==> src/rtl/mem_access_stage.sv <==
// MEM stage of the pipelined MIPS CPU: drives the req/ready data-memory bus,
// stalls upstream while an access is outstanding, and registers the MEM/WB result.
module mem_access_stage #(
   parameter int unsigned MAX_WAIT = 16
) (
   input  logic        clk,
   input  logic        reset,
   input  logic [31:0] ALUOut_in,
   input  logic [31:0] DataBusB_in,
   input  logic [31:0] PC_add_4_in,
   input  logic        MemRead_in,
   input  logic        MemWrite_in,
   input  logic [1:0]  MemToReg_in,
   input  logic        RegWrite_in,
   input  logic [4:0]  AddrC_in,
   output logic        mem_req,
   output logic        mem_we,
   output logic [31:0] mem_addr,
   output logic [31:0] mem_wdata,
   input  logic [31:0] mem_rdata,
   input  logic        mem_ready,
   output logic        stall,
   output logic [31:0] WriteData_out,
   output logic        RegWrite_out,
   output logic [4:0]  AddrC_out,
   output logic        bus_error
);

   typedef enum logic {IDLE, ACCESS} state_t;

   localparam logic [7:0] LAST_WAIT = 8'(MAX_WAIT - 1);

   state_t      state, state_next;
   logic [7:0]  wait_cnt;
   logic        access, misaligned;
   logic        start, wb_load, err_next, timeout_hit;
   logic [31:0] wb_data;

   assign access     = MemRead_in | MemWrite_in;
   assign misaligned = access & (ALUOut_in[1:0] != 2'b00);

   // NOTE: every signal gets a default before the case so no path leaves one
   // unassigned, which would otherwise infer a latch.
   always_comb begin
      state_next  = state;
      start       = 1'b0;
      wb_load     = 1'b0;
      err_next    = 1'b0;
      timeout_hit = 1'b0;
      case (state)
         IDLE: begin
            if (!access) begin
               wb_load = 1'b1;
            end else if (misaligned) begin
               err_next = 1'b1;
            end else begin
               start      = 1'b1;
               state_next = ACCESS;
            end
         end
         ACCESS: begin
            if (mem_ready) begin
               wb_load    = 1'b1;
               state_next = IDLE;
            end else if (wait_cnt == LAST_WAIT) begin
               timeout_hit = 1'b1;
               err_next    = 1'b1;
               state_next  = IDLE;
            end
         end
         default: state_next = IDLE;
      endcase
      // Upstream must hold during the request cycle and every unanswered wait cycle.
      stall = reset & (start | ((state == ACCESS) & ~mem_ready & ~timeout_hit));
   end

   always_comb begin
      wb_data = ALUOut_in;
      case (MemToReg_in)
         2'd1:    wb_data = (state == ACCESS && mem_ready) ? mem_rdata : ALUOut_in;
         2'd2:    wb_data = PC_add_4_in;
         default: wb_data = ALUOut_in;
      endcase
   end

   // NOTE: sequential state uses non-blocking assignments so every register
   // samples pre-edge values regardless of statement order.
   always_ff @(posedge clk or negedge reset) begin
      if (!reset) begin
         state    <= IDLE;
         wait_cnt <= '0;
      end else begin
         state    <= state_next;
         wait_cnt <= (state == ACCESS && state_next == ACCESS) ? wait_cnt + 8'd1 : 8'd0;
      end
   end

   // Bus request registers: loaded on the request edge, held through ACCESS.
   always_ff @(posedge clk or negedge reset) begin
      if (!reset) begin
         mem_req   <= 1'b0;
         mem_we    <= 1'b0;
         mem_addr  <= '0;
         mem_wdata <= '0;
         bus_error <= 1'b0;
      end else begin
         bus_error <= err_next;
         if (start) begin
            mem_req   <= 1'b1;
            mem_we    <= MemWrite_in;
            mem_addr  <= ALUOut_in;
            mem_wdata <= DataBusB_in;
         end else if (state == ACCESS && state_next == IDLE) begin
            mem_req <= 1'b0;
            mem_we  <= 1'b0;
         end
      end
   end

   // MEM/WB register: bubbles hold data/destination and only clear the write enable.
   always_ff @(posedge clk or negedge reset) begin
      if (!reset) begin
         WriteData_out <= '0;
         RegWrite_out  <= 1'b0;
         AddrC_out     <= '0;
      end else if (wb_load) begin
         WriteData_out <= wb_data;
         RegWrite_out  <= RegWrite_in;
         AddrC_out     <= AddrC_in;
      end else begin
         RegWrite_out <= 1'b0;
      end
   end

endmodule

==> config.mk <==
export PLATFORM = sky130hd
export DESIGN_NAME = mem_access_stage
export DESIGN_NICKNAME = d
export VERILOG_FILES = /design/src/rtl/mem_access_stage.sv
export SDC_FILE = /design/constraint.sdc
export NUM_CORES = 1
export LEC_CHECK = 0
export ABC_AREA = 1
export CORE_MARGIN = 1
export CORE_UTILIZATION = 30
export CTS_BUF_LIST = sky130_fd_sc_hd__clkbuf_16
export DETAILED_ROUTE_END_ITERATION = 12
export DONT_BUFFER_PORTS = 1
export PLACE_DENSITY_LB_ADDON = 0.3
export SYNTH_ARGS = -nofsm -noshare
export SYNTH_HDL_FRONTEND = slang
export SYNTH_SLANG_ARGS = --single-unit
==> constraint.sdc <==
create_clock -name clk -period 1.3 [get_ports clk]
set_input_delay 0.065 -clock clk [delete_from_list [all_inputs] [get_ports clk]]
set_output_delay 0.065 -clock clk [all_outputs]
set_load 0.005 [all_outputs]
== Word-level counts from Yosys, hierarchy flattened ==
Cells that the tools add are included.

* Input bits: 141
* Output and inout bits: 106
* Register bits: 114
* Logic and storage cells: 51

* Equality and inequality tests: 3
* Bitwise gates (word level): 10
* Reduce and logical (&&, ||, !) cells: 5
* Multiplexer cells: 22
* $add $sub $neg: 1

{| class="wikitable"
|+ Operators with widths
! cell !! count
|-
| $pmux W32 S2 || 1
|-
| $mux W32 || 1
|-
| $mux W1 || 16
|-
| $add A8 B1 Y8 const B || 1
|-
| $eq A8 B4 Y1 const B || 1
|-
| $mux W8 || 1
|-
| $pmux W1 S2 || 3
|-
| $and A1 B1 Y1 || 4
|-
| $not A1 Y1 || 4
|-
| $reduce_bool A2 Y1 || 2
|-
| $logic_and A1 B1 Y1 || 3
|-
| $eq A2 B1 Y1 const B || 1
|-
| $eq A2 B2 Y1 const B || 1
|-
| $or A1 B1 Y1 || 2
|}

== Logic depth before layout (Yosys ltp) ==
Gate-level depths: netlist of the first run.

* Depth after elaboration: 9
* Mapped depth: 9
* Depth with buffers taken out: 7

== Worst setup path before layout of the first run ==
OpenSTA, ideal clock, no wires.

* Path kind: register -> register
* Start: register state
* End: register mem_addr[10]
* Library setup time: 121 ps
* Slack: 101 ps
* Clock period less this slack: 1199 ps
* Stages on the path, launching flop included: 8
* Buffers on the path: 3
* Required time: 1179 ps
* Data arrival time: 1078 ps
* Path through: dfrtp_1 buf_6 inv_4 nand3_2 buf_6 buf_2 nand2_1 o21ai_1

* Cells in the longest elaborated chain, start to end: 1

{| class="wikitable"
|+ Ends and longest elaborated chain
! element !! line !! source
|-
| start: declaration || 33 || <nowiki>state_t state, state_next;</nowiki>
|-
| start signal: assignment || 93 || <nowiki>state <= state_next;</nowiki>
|-
| $mux W1 || 50 || <nowiki>case (state)</nowiki>
|-
| end signal: assignment || 111 || <nowiki>mem_addr <= ALUOut_in;</nowiki>
|-
| end: declaration || 18 || <nowiki>output logic [31:0] mem_addr,</nowiki>
|}

No other way between the ends.
A chain may end at the register's enable or synchronous reset.

== Worst setup path after layout of the first run ==
* Start: register state
* End: output port stall

* Cells in the longest elaborated chain, start to end: 5
* Elaborated cells between the ends (all ways): 7
* Those cells by class: 2 x mux; 5 x bitwise

{| class="wikitable"
|+ Ends and longest elaborated chain
! element !! line !! source
|-
| $mux W1 || 50 ||
|-
| $not A1 Y1 || 74 || <nowiki>stall = reset & (start | ((state == ACCESS) & ~mem_ready & ~timeout_hit));</nowiki>
|-
| $and A1 B1 Y1 || 74 ||
|-
| $or A1 B1 Y1 (*) || 74 ||
|-
| $and A1 B1 Y1 (*) || 74 ||
|-
| end: declaration || 22 || <nowiki>output logic stall,</nowiki>
|}

Every way passes the cells marked *; elsewhere a longest branch is shown, timed or not.

==> impl_summary.md, run 1 <==
Clocking
TritonCTS built the clock tree. The number of sinks handled by clock tree synthesis is 114. Hold repair after CTS inserted 134 buffers. The root buffer cell is sky130_fd_sc_hd__clkbuf_16. For the worst-skew pair, the clock arrives at the later sink with an insertion delay of 400 ps. Buffers inserted during clock tree synthesis total 17. The number of H-tree levels is 4. The clock passes through at most 2 buffers.

After clock tree synthesis, the clock-pin slew on the worst setup and hold paths is 60 ps.

Place
Detailed placement finished with a half-perimeter wire length of 11,300 um. Buffers placed on the I/O ports in this run total 0. Including well taps, the total number of placed cells is around 980. The cell area after placement is between 0.005 and 0.006 mm2. The final weighted congestion in routability-driven placement is roughly 0.75. The pre-CTS worst setup slack is -66.0 ps.

STA
The final max-slew violation count is 0. For the finished layout, the period the worst path requires is between 1500 and 2000 ps. The count of endpoints failing hold in the final timing report is approximately 110. Timing would allow up to 658 MHz. On the final layout, the worst hold slack is -647 ps.

The count of final setup violators is 96. Setup repair after global routing could not meet its margin everywhere. The headroom to the max-slew limit is 73.4%. For the pin with the worst max-slew slack, the measured transition is 398 ps. Of the available clock period, the critical path in the final layout requires 117%. In the post-route analysis, the smallest setup slack over all paths is -219 ps. The worst clock skew is roughly 4.6 ps.

After routing, the total negative slack on setup checks comes to -9930 ps.

Routing
The first routing iteration left 305 violations. The number of antenna-violating nets in the routed design is 0. The routed wirelength normalized by instance count is 18.6 um. The first detailed-routing pass ran for 4 iterations. The final layout contains routed wiring with a total length of 22,200 um. The average via count per standard cell is 4.82. The vias after detailed routing is approximately 5,700. After detailed routing, the number of remaining DRC violations is 0.

Worst setup path
STA classifies the critical path endpoint as a primary output. For the worst setup path, the data required time is 1240 ps. The setup check on the worst reg-to-reg path leaves a slack of -160 ps. The critical path startpoint category is a register.

The data arrival time of the critical path is 1450 ps. The worst setup path is of the reg2out kind. The highest net fanout along the worst path is 10.

Synthesis
The most repeated cell in the gate-level netlist after synthesis is sky130_fd_sc_hd__nand2_1. The average cell area after synthesis is around 7.5 um2. The post-synthesis cell count is approximately 770. The most used flip-flop cell after synthesis is sky130_fd_sc_hd__dfrtp_1. Summed over all instances, the cell type with the most area after synthesis is sky130_fd_sc_hd__dfrtp_1.

The cell area after technology mapping is approximately 0.0057 mm2. In this run the biggest area consumer among cell types represents 49.7% of the synthesized area. The fraction of registers with async set/reset is 100%. In the synthesized netlist, the cells that appear most often are sky130_fd_sc_hd__nand2_1 (260), sky130_fd_sc_hd__dfrtp_1 (114), sky130_fd_sc_hd__inv_1 (114). The number of synthesized register bits is 114.

The count of distinct cell types in the synthesized netlist is 24. Summing the sequential cell areas from Yosys gives 49.7% of the chip area. The post-synthesis net count is 909. In this run, synthesis inferred 0 flip-flops with an integrated enable.

The Yosys step of the flow raised 0 warnings. Yosys attributes the largest share of cell area to sky130_fd_sc_hd__dfrtp_1 (50%), sky130_fd_sc_hd__nand2_1 (17%), sky130_fd_sc_hd__nand3_1 (9.2%).

Layout
The number of cells in the finished layout apart from fillers is roughly 1,200. In the final layout, the share of cells above drive strength 1 is 25.6%. The total non-filler cell area in the finished layout is 0.00950 mm2. The number of nets at the end of the flow is 1,087. The combined area of the multi-input logic cells is 0.00284 mm2. Compared with the post-synthesis result, the final layout area differs by 65.5%. The area occupied by registers is 0.00285 mm2.

After filler insertion, the fill cell instance count of the layout stands at 1,689. The number of antenna cells inserted is 0.

Pwr
Dividing total power by cell area gives a power density of 1730 mW/mm2. IR analysis of the VDD net gives a maximum drop of 0.878 mV. The analysis attributes to cell leakage a power of around 0.0048 uW.

Floorplanning
In this run the horizontal extent of the chip is 140 um. The effective utilization at floorplan is 30.7%. The total area inside the core boundary comes to 0.0187 mm2. The total I/O pin count is 247.

The floorplan step defined a die boundary enclosing between 0.015 and 0.02 mm2. The floorplan has 50 rows. The die is 140 um tall.

Status
The checks that failed: hold timing, setup timing. The flow ran to the end, but the final reports show violations.

Min path
The type of the most critical hold path is in2async.

Global routing
The number of global-route vias before repair is ~5,400. Across every metal layer, demand over resource in global routing totals about a fifth. Global routing finished with a remaining overflow of 0.

The first global-routing pass estimated 28,900 um of wire. The initial antenna violation count came to 1. Entering global routing, the biggest net connects 116 pins.

Flow run
The tool flagged a number of max-cap violations equal to 0.
stage by stage:
stage | total power, uW | util (%) | hold WS, ps
3_3_place_gp | 8740 | 32.0 | -226
2_1_floorplan | 7920 | - | -231
3_5_place_dp | 8820 | 32.0 | -227
5_1_grt | 17300 | 50.8 | -672
6_report | 16400 | 50.8 | -647
4_1_cts | 14400 | 43.6 | -671
routing by layer:
layer | global-route usage [%] | share of wire (%) | vias up
met1 | 23.5 | 42 | 2723
met2 | 32.1 | 49 | 217
met4 | 7.17 | 2.2 | 2
li1 | - | - | 2750
met3 | 5.20 | 6.5 | 38
met5 | 0 | 0.059 | -
registers in the layout, indices dropped and copies added, names as in the netlist:
register / flops
AddrC_out: 5
RegWrite_out: 1
WriteData_out: 32
bus_error: 1
mem_addr: 32
mem_req: 1
mem_wdata: 32
mem_we: 1
state: 1
wait_cnt: 8
power by group:
| group | switching (uW) | internal (uW) | total [uW] | leakage, uW |
|---|---|---|---|---|
| Combinational | 2750 | 2690 | 5450 | 0.00305 |
| Clock | 1680 | 2960 | 4640 | 0.000289 |
| Sequential | 1450 | 4880 | 6330 | 0.00143 |
| Total | 5880 | 10500 | 16400 | 0.00476 |
timing repair:
item                                    in CTS  in global routing
pin swaps                                    5                 34
hold endpoints to repair                   218                114
setup buffers                                8                 17
resized for setup                           21                216
cloned                                       4                 21
endpoints found under the setup margin      44                109
worst max-delay path, cell delays in order, from the launching register on:
cell	delay, ps
sky130_fd_sc_hd__dfrtp_1	400
sky130_fd_sc_hd__buf_4	160
sky130_fd_sc_hd__nand2_4	100
sky130_fd_sc_hd__buf_12	150
sky130_fd_sc_hd__nand3_2	120
sky130_fd_sc_hd__nor2_4	110
area by class of cell:
cell class | count | area share, %
multi-input combinational | 490 | 29.9
sequential | 114 | 30.0
clock inverter | 15 | 1.59
inverter | 117 | 5.06
timing repair inverter | 7 | 1.19
clock buffer | 17 | 4.48
timing repair buffer | 196 | 24.6
tap | 234 | 3.08
final timing paths:
| check | endpoint | start | cells past startpoint |
|---|---|---|---|
| max | stall | state | 5 |
| min | RegWrite_out | reset | 0 |
| max reg2reg | mem_addr[18] | state | 8 |
| min reg2reg | mem_addr[7] | mem_addr[7] | 2 |
| max in group asynchronous | mem_addr[7] | reset | 0 |
| min in group clk | WriteData_out[23] | mem_rdata[23] | 6 |
placed cells by master, fill, tap and decap left out, drive strengths merged:
cell	netlist	final
dlygate4sd3	0	133
buf	33	54
bufinv	0	3
bufbuf	0	1
nand2	262	262
o21bai	1	1
o22ai	1	1
nor2	18	18
nor3	1	1
clkinvlp	0	2
clkinv	0	13
dfrtp	114	114
o21ai	63	63
a21oi	33	33
nand4	1	1
nand3	106	107
ha	3	3
inv	117	121
clkbuf	12	25
kinds of logic after synthesis:
kind of cell | synth area share [%]
compound gates | 8.61
fa+ha+maj | 0.654
buf+inv | 12.8
flops | 49.7
simple gates | 28.3
Power figures use the tool's default switching activity.
==> run 2: changes to the inputs <==
--- a/config.mk
+++ b/config.mk
@@ -11,7 +11,7 @@
 export CTS_BUF_LIST = sky130_fd_sc_hd__clkbuf_16
 export DETAILED_ROUTE_END_ITERATION = 12
 export DONT_BUFFER_PORTS = 1
-export PLACE_DENSITY_LB_ADDON = 0.3
+export PLACE_DENSITY_LB_ADDON = 0.12
 export SYNTH_ARGS = -nofsm -noshare
 export SYNTH_HDL_FRONTEND = slang
 export SYNTH_SLANG_ARGS = --single-unit
==> impl_summary.md, run 2 (synthesized netlist as in run 1, its figures left out) <==
Clocking
The later pin in the worst-skew pair is clocked with a latency of 410 ps. CTS built an H-tree with a depth of 4. The TritonCTS clock tree is built. In this run the deepest clock path goes through 2 buffers. The number of sinks handled by clock tree synthesis is 114. Buffers inserted to repair hold after CTS numbered 133. The root buffer cell is sky130_fd_sc_hd__clkbuf_16. The clock-pin slew reported for the worst setup and hold paths after clock tree synthesis is 50 ps. The number of clock buffers added by TritonCTS is 17.

STA
After layout, the minimum clock period comes to 1550 ps. The count of endpoints failing hold in the final timing report is about 110. The post-route clock period utilization is 119%. The worst clock skew is roughly 7.5 ps.

The smallest setup slack after layout is -252 ps. Setup violations remaining at the end of the flow were counted as 74. The final max-slew violation count was 0. The transition at the pin with the smallest max-transition slack is approximately 740 ps. Setup repair after global routing could not meet its margin everywhere. The tightest hold path in the finished design has a slack of -652 ps.

Headroom to the max-slew limit came out at 50.9%. The highest attainable clock frequency is 644 MHz.

Layout
The top cell types in the final layout, fill and taps aside, are sky130_fd_sc_hd__nand2_1 (206), sky130_fd_sc_hd__dlygate4sd3_1 (132), sky130_fd_sc_hd__inv_1 (116), sky130_fd_sc_hd__dfrtp_1 (113), sky130_fd_sc_hd__nand3_1 (93). Cells fill 46.2% of the core in the end. The post-route netlist has 16.1% of its cells at a drive strength greater than 1.

The number of nets at the end of the flow is roughly 1,100. From synthesis to final layout, the design area changed by 50.5%. The number of antenna diodes in the final layout is 0.

In the final layout, the registers with the most flip-flops are WriteData_out: 32 flops, mem_addr: 32 flops, mem_wdata: 32 flops. The filler cells instantiated in the layout total 1,773. The library cell used most frequently in the layout, excluding fill and tap cells, is sky130_fd_sc_hd__nand2_1.

Global routing
The number of global-route vias before repair is 5,381. Entering global routing, the biggest net connects around 120 pins. The initial antenna violation count was 0. The sum of overflow across all layers after global routing is 0.

The first global-routing pass estimated 28,300 um of wire. In the global route stage, overall resource usage came out at 18.5%.

Floorplanning
The total I/O pin count is 247. The die covers 0.0197 mm2. For this configuration, the core starts out at a cell density of 30.7%. The row count is 50. In this run the standard cell core region covers 0.0187 mm2.

The die outline height is 140 um. The floorplan step set the die width to 140 um.

Routing
Dividing the detail-routed via count by the number of cells gives ~4.8. The routed layout has ~5,600 vias. The routed wirelength normalized by instance count is 17.4 um. The number of antenna-violating nets in the routed design is 0. After the first detailed-routing iteration, the DRC count stood at between 300 and 400. The remaining design rule violation count is 0. The first-pass iteration count of the detailed router is 5. The total length of routed wires is 20,100 um.

Place
The final weighted congestion in routability-driven placement is 0.832. The number of port buffers is 0. The pre-CTS worst setup slack is -91.5 ps. The post-DP HPWL is 11,700 um.

Worst setup path
Of all nets on the critical path, the largest fanout is 2. The type of the setup path with the least slack is reg2out. The endpoint kind of the worst setup timing path is a primary output. The critical path startpoint category is a register. The data arrival time of the critical path is roughly 1500 ps.

Data on the critical path is required at its endpoint by 1240 ps.

Pwr
The analysis attributes to cell leakage a power of 0.00441 uW. Power spread over the standard cell area amounts to 1800 mW/mm2. The worst-case IR drop observed on VDD is between 0.9 and 1 mV.

Flow run
The number of violations of the max-capacitance limit is 0.

Status
The run finished, with violations left. The final reports fail on hold timing, setup timing.

Min path
The worst hold path belongs to the class in2async.
==> run 2: final timing paths <==
kind | cells after the start | from | slack [ps] | endpoint
setup / recovery | 6 | wait_cnt[0] | -250 | stall
hold / removal | 0 | reset | -650 | mem_wdata[28]
setup reg to reg | 6 | state | -90 | mem_wdata[4]
hold reg to reg | 2 | mem_addr[7] | 510 | mem_addr[7]
max in group asynchronous | 0 | reset | 1770 | wait_cnt[5]
min in group clk | 4 | mem_ready | 20 | mem_we
==> run 2: area by class of cell <==
class | instances | area [um2] | area share (%)
timing repair inverter | 3 | 38.8 | 0.449
clock buffer | 17 | 425 | 4.92
clock inverter | 15 | 198 | 2.29
multi-input combinational | 490 | 2500 | 29.0
tap | 234 | 293 | 3.39
sequential | 114 | 2850 | 33.0
inverter | 117 | 469 | 5.43
timing repair buffer | 166 | 1860 | 21.5
==> run 2: critical path: stages (launching register included) <==
cell	delay [ps]
sky130_fd_sc_hd__dfrtp_1	380
sky130_fd_sc_hd__ha_2	210
sky130_fd_sc_hd__nand2_4	70
sky130_fd_sc_hd__nor2_4	30
sky130_fd_sc_hd__nand4_1	130
sky130_fd_sc_hd__nand3_2	120
sky130_fd_sc_hd__nor2_4	130
==> run 2: report_power, final <==
part | switching (uW) | internal (uW) | leakage (uW)
logic | 2340 | 1960 | 0.00268
clock network | 1630 | 3350 | 0.000307
registers | 1380 | 4880 | 0.00143
total | 5350 | 10200 | 0.00441
==> run 2: what timing repair did <==
action	in CTS	in global routing
endpoints found under the hold margin	225	114
setup buffers	2	5
endpoints found under the setup margin	40	41
resized for setup	11	108
pin swaps	3	38
gates cloned	0	14
==> run 2: layer usage <==
metal  wire length, um  up-vias  GRT usage (%)
met1              8390     2638           21.8
met5                 0        -              0
met2             10000      228           31.8
li1                  -     2677              -
met3              1340       25           5.61
met4               348        0           6.71
==> run 2: through the flow <==
stage / hold WS (ps) / total power, uW / TNS (ps) / area [um2] / std cells
after floorplan: -231 / 7920 / 0 / 5740 / 765
after global placement: -227 / 8780 / -1040 / 5980 / 970
after detailed placement: -228 / 8880 / -2150 / 5980 / 970
after CTS: -676 / 14400 / -267 / 7990 / 1137
after global routing: -684 / 16500 / -9380 / 8640 / 1156
final: -652 / 15500 / -3120 / 8640 / 1156
